[src/rtl/lsu_pkg.sv]
// Shared types and helpers for the load/store unit: FSM states, RV32I
// funct3 encodings, request legality check and the store-merge function.
package lsu_pkg;

  typedef enum logic [2:0] {
    ST_IDLE     = 3'd0,
    ST_LOAD     = 3'd1,
    ST_RMW_READ = 3'd2,
    ST_WRITE    = 3'd3,
    ST_RESP     = 3'd4
  } lsu_state_e;

  localparam logic [2:0] F3_B  = 3'b000;
  localparam logic [2:0] F3_H  = 3'b001;
  localparam logic [2:0] F3_W  = 3'b010;
  localparam logic [2:0] F3_BU = 3'b100;
  localparam logic [2:0] F3_HU = 3'b101;

  // Illegal funct3 for the direction, or a misaligned halfword/word access.
  function automatic logic access_error(input logic       is_store,
                                        input logic [2:0] funct3,
                                        input logic [1:0] off);
    logic legal;
    if (is_store) legal = (funct3 == F3_B) || (funct3 == F3_H) || (funct3 == F3_W);
    else          legal = (funct3 == F3_B) || (funct3 == F3_H) || (funct3 == F3_W) ||
                          (funct3 == F3_BU) || (funct3 == F3_HU);
    return !legal ||
           ((funct3[1:0] == 2'b01) && off[0]) ||
           ((funct3[1:0] == 2'b10) && (off != 2'b00));
  endfunction

  // Replace the addressed lane of a RAM word with right-aligned store data.
  function automatic logic [31:0] store_merge(input logic [31:0] word,
                                              input logic [31:0] data,
                                              input logic [2:0]  funct3,
                                              input logic [1:0]  off);
    logic [31:0] res;
    res = word;
    case (funct3)
      F3_B: res[{off, 3'b000} +: 8] = data[7:0];
      F3_H: begin
        if (off[1]) res[31:16] = data[15:0];
        else        res[15:0]  = data[15:0];
      end
      F3_W:    res = data;
      default: res = word;
    endcase
    return res;
  endfunction

endpackage

[src/rtl/lsu_load_align.sv]
// Combinational load lane select with sign/zero extension.
module lsu_load_align
  import lsu_pkg::*;
(
  input  logic [31:0] word,
  input  logic [2:0]  funct3,
  input  logic [1:0]  off,
  output logic [31:0] result
);

  logic [31:0] shifted;

  // Bring the addressed byte/halfword down to bit 0 (off is 0 for words).
  assign shifted = word >> {off, 3'b000};

  // Extend the selected lane according to the load type.
  always_comb begin
    result = 32'h0;
    case (funct3)
      F3_B:    result = {{24{shifted[7]}}, shifted[7:0]};
      F3_H:    result = {{16{shifted[15]}}, shifted[15:0]};
      F3_W:    result = shifted;
      F3_BU:   result = {24'h0, shifted[7:0]};
      F3_HU:   result = {16'h0, shifted[15:0]};
      default: result = 32'h0;
    endcase
  end

endmodule

[src/rtl/load_store_unit.sv]
// RV32I load/store initiator for a word-addressed, combinational-read RAM.
// Sub-word stores are read-modify-write. Handshake: a request transfers on a
// rising edge where req_valid && req_ready; req_ready is high only in IDLE.
// resp_valid is a one-cycle pulse with no back-pressure.
module load_store_unit
  import lsu_pkg::*;
#(
  parameter int ADDR_WIDTH = 10,
  parameter int DATA_WIDTH = 32
) (
  input  logic                  clk,
  input  logic                  rst,
  input  logic                  req_valid,
  output logic                  req_ready,
  input  logic                  req_is_store,
  input  logic [2:0]            req_funct3,
  input  logic [31:0]           req_addr,
  input  logic [DATA_WIDTH-1:0] req_store_data,
  output logic                  resp_valid,
  output logic                  resp_err,
  output logic [DATA_WIDTH-1:0] resp_load_data,
  output logic [ADDR_WIDTH-1:0] mem_addr,
  output logic                  mem_we,
  output logic [DATA_WIDTH-1:0] mem_write_data,
  input  logic [DATA_WIDTH-1:0] mem_read_data,
  output logic [2:0]            state_dbg
);

  lsu_state_e            state_q, state_d;
  logic [ADDR_WIDTH-1:0] widx_q;
  logic [1:0]            off_q;
  logic [2:0]            funct3_q;
  logic [31:0]           store_data_q;
  logic [31:0]           merge_q;
  logic                  err_q;
  logic [31:0]           load_q;
  logic [31:0]           align_out;
  logic                  req_err;
  logic                  unused_addr_bits;

  // Upper address bits wrap modulo the RAM size.
  assign unused_addr_bits = ^req_addr[31:ADDR_WIDTH+2];

  assign req_err = access_error(req_is_store, req_funct3, req_addr[1:0]);

  lsu_load_align u_align (
    .word   (mem_read_data),
    .funct3 (funct3_q),
    .off    (off_q),
    .result (align_out)
  );

  // State register.
  always_ff @(posedge clk) begin
    if (rst) state_q <= ST_IDLE;
    else     state_q <= state_d;
  end

  // Next-state decode.
  always_comb begin
    state_d = state_q;
    case (state_q)
      ST_IDLE: begin
        if (req_valid) begin
          if (req_err)                 state_d = ST_RESP;
          else if (!req_is_store)      state_d = ST_LOAD;
          else if (req_funct3 == F3_W) state_d = ST_WRITE;
          else                         state_d = ST_RMW_READ;
        end
      end
      ST_LOAD:     state_d = ST_RESP;
      ST_RMW_READ: state_d = ST_WRITE;
      ST_WRITE:    state_d = ST_RESP;
      ST_RESP:     state_d = ST_IDLE;
      default:     state_d = ST_IDLE;
    endcase
  end

  // Request latch, load capture and store merge.
  always_ff @(posedge clk) begin
    if (rst) begin
      widx_q       <= '0;
      off_q        <= '0;
      funct3_q     <= '0;
      store_data_q <= '0;
      merge_q      <= '0;
      err_q        <= 1'b0;
      load_q       <= '0;
    end else begin
      case (state_q)
        ST_IDLE: begin
          if (req_valid) begin
            widx_q       <= req_addr[ADDR_WIDTH+1:2];
            off_q        <= req_addr[1:0];
            funct3_q     <= req_funct3;
            store_data_q <= req_store_data;
            merge_q      <= req_store_data;
            err_q        <= req_err;
            load_q       <= '0;
          end
        end
        ST_LOAD:     load_q  <= align_out;
        ST_RMW_READ: merge_q <= store_merge(mem_read_data, store_data_q, funct3_q, off_q);
        default: ;
      endcase
    end
  end

  assign req_ready      = (state_q == ST_IDLE);
  assign resp_valid     = (state_q == ST_RESP);
  assign resp_err       = (state_q == ST_RESP) && err_q;
  assign resp_load_data = load_q;
  assign mem_addr       = widx_q;
  // A reset arriving during WRITE must not let the write land.
  assign mem_we         = (state_q == ST_WRITE) && !rst;
  assign mem_write_data = merge_q;
  assign state_dbg      = state_q;

endmodule

[config.mk]
export PLATFORM = sky130hd
export DESIGN_NAME = load_store_unit
export DESIGN_NICKNAME = d
export VERILOG_FILES = /design/src/rtl/lsu_pkg.sv /design/src/rtl/lsu_load_align.sv /design/src/rtl/load_store_unit.sv
export SDC_FILE = /design/constraint.sdc
export NUM_CORES = 1
export LEC_CHECK = 0
export BUFFER_PORTS_ARGS = -buffer_cell sky130_fd_sc_hd__buf_2
export CAP_MARGIN = 30
export CORE_MARGIN = 2
export CORE_UTILIZATION = 52
export CTS_CLUSTER_SIZE = 40
export DETAILED_ROUTE_END_ITERATION = 10
export PLACE_DENSITY = 0.81
export SLEW_MARGIN = 20
export SYNTH_ARGS = -nofsm -noshare
export SYNTH_HDL_FRONTEND = slang
export SYNTH_SLANG_ARGS = --single-unit
[constraint.sdc]
create_clock -name clk -period 3.2 [get_ports clk]
set_clock_uncertainty 0.05 [all_clocks]
set_input_delay 0.16 -clock clk [delete_from_list [all_inputs] [get_ports clk]]
set_output_delay 0.16 -clock clk [all_outputs]
set_load 0.05 [all_outputs]
==> results.ini <==
[run_status]
outcome=finished, final reports clean

[yosys]
synthXorXnorAreaFrac_pct=0
synth_top_family_by_area=compound AO/OA/AOI/OAI gates
netlist_instances=693
synth_compound_area_share_pct=29.44
synthTopCellsByCount=dfxtp_1 (115), nand2_1 (115), a21oi_1 (105)
yosysTopAreaCellShare_pct=38.56
synth_cell_type_count=57
synth-simple-area-share_pct=15.86
yosysTopAreaCell=dfxtp_1
muxShareOfSynthArea_pct=8.885
ys_top_cells_by_area=dfxtp_1 (39%), a21oi_1 (8.8%), nand2_1 (7.2%)
synthAdderAreaFrac_pct=1.048
yosys_most_used_dff=dfxtp_1
netlist_area_um2=5971
synth_edf_count=0
syn_avg_cell_area_um2=8.616
syn_nets=801
yosysSeqAreaShare_pct=38.56
synth-seq-cells=115
ys_warn_count=0
async_reset_ff_share_pct=0

[clock_network]
cts.sinks=115
clk_pin_slew_ns=0.06
clockRootBuffer=clkbuf_16
cts_tree=done
cts_buffers=17
clk_latency_ns=0.42
cts-htree-levels=4
post_cts_buffers=0
clock_path_buffers=2

[finish]
fill_cells=874
drive_gt1_share_pct=29.39
seq_area_um2=2302
nets=983
antennaDiodeCount=0
syn_to_final_growth_pct=31.12
multi_input_area_um2=3304

[die]
die_h_um=111.2
core_area_um2=11320
core.rowCount=39
pin_count=184
start_util_pct=52.74
die_area_um2=12360
chipWidth_um=111.2

[worst_setup_path]
crit_type=reg -> reg
r2r.worst_path.cells=4
cp.required_ns=3.51
cp_max_fo=17
r2r-end=resp_load_data[23]
timing.rr.start=funct3_q[2]
crit_path_end_kind=flop
cp.arrival_ns=3.04
rrSetupSlack_ns=0.47
startpoint_type=flop

[grt]
grt_max_degree=58
grt_overflow=0
grt_use_total_pct=33.71
grt_pass1_vias=6291
grt_pass1_wl_um=33130
antenna_found_initial=0

[power_and_ir_drop]
power_density_nw_per_um2=566.2
leakagePower_nw=3.301
finalPower_mw=4.433
ir_drop_mv=0.3636

[min_path]
hold_path.class=in -> reg
min_to=mem_write_data[0]
min_from=mem_read_data[0]
hold_depth=3

[sta]
fin_setup_tns_ns=0
hold_violations=0
grt_setup_unrepaired=no
period_share_pct=85.17
worstMarginPinSlew_ns=0.8909
maxSlewHeadroom_pct=40.15
finalMaxSlewViolations=0
final-setup-viol-count=0
max_freq_mhz=366.9
fin_ws_ns=0.4746
period_needed_ns=2.725

[route]
drc_errors=0
drt_iter0_markers=775
num_vias=6621
drt-total-wl_um=21380
viasPerCell=6.422
post_drt_wl_per_cell_um=20.73
ant_nets=0
firstDrtPassIters=6

[place]
dp_slack_ns=0.5681
dp.final_hpwl_um=13610
port_buffers=163
gp_congestion=0.9148

[run]
drv_cap=0

[where the power goes]
group	total [mW]	internal [mW]	leakage [nW]	switching [mW]
Clock	1.88	1.15	0.284	0.732
Combinational	0.943	0.310	2.08	0.633
Sequential	1.61	1.52	0.940	0.0846
[what timing repair did]
action | 4_1_cts | 5_1_grt
hold buffers | 45 | 0
gates resized for setup | 0 | 0
endpoints found under the hold margin | 51 | 0
[worst max path at each step]
stage,from,endpoint,slack (ns),cells past startpoint
2_1_floorplan,off_q[1],mem_write_data[6],0.28,9
3_3_place_gp,funct3_q[2],resp_load_data[25],0.65,4
3_5_place_dp,funct3_q[2],resp_load_data[23],0.57,4
4_1_cts,funct3_q[2],resp_load_data[23],0.54,4
5_1_grt,funct3_q[2],resp_load_data[30],0.30,4
6_report,funct3_q[2],resp_load_data[23],0.47,4
[layer usage]
layer	vias up	wire [µm]	global-route usage [%]
met4	0	921	14.07
met5	-	0	0
li1	2944	-	-
met1	3129	7988	41.97
met2	461	10130	56.20
met3	87	2339	8.092
[cell type report]
cell class / instances / share of cell area (%)
clock inverters: 15 / 2.046
clock buffers: 17 / 5.434
inverters: 21 / 1.007
multi-input cells: 497 / 42.21
repair buffers: 223 / 17.61
well taps: 143 / 2.285
flip-flops and latches: 115 / 29.41
[placed cells by master, fill, tap and decap left out, types with 9 or more instances in the layout]
cell	synthesis	layout
o21ai_0	33	33
nor2_1	16	16
buf_4	3	15
nand2_1	115	115
a211o_1	12	12
a21oi_1	105	105
inv_1	21	21
a221o_1	17	17
nor3_1	14	14
nor3b_1	9	9
o31ai_1	9	9
mux2_2	24	24
a22oi_1	24	24
clkbuf_16	0	17
dfxtp_1	115	115
dlygate4sd3_1	0	45
a31oi_1	10	10
buf_2	14	163
[worst max-delay path, cell delays in order (launching register included)]
cell      delay (ns)
dfxtp_1         0.49
nor2_1          0.68
o211a_1         0.59
o2111a_1        0.65
a221o_1         0.20
[state kept, by name, indices dropped and copies added (netlist names)]
register        count
err_q               1
funct3_q            3
mem_addr           10
mem_write_data     32
off_q               2
resp_load_data     32
state_dbg           3
store_data_q       32
[per-stage QoR]
stage	utilization [%]	area [µm²]	cells	hold slack, ns
after global routing	69.15	7829	1031	0.02222
after global placement	59.80	6770	951	0.3510
after detailed placement	59.94	6785	953	0.3565
final	69.15	7829	1031	0.02274
after floorplan	-	5971	693	0.2460
after CTS	69.09	7821	1030	0.008824
[kinds of logic (layout without fill, tap and decap cells)]
group,count (synthesis),count (layout)
AND/OR/NAND/NOR,188,188
multiplexers,40,40
flip-flops,115,115
buffers and inverters,81,276
adder cells (fa/ha/maj),5,5
AO/OA/AOI/OAI,264,264
Power figures use the tool's default switching activity.
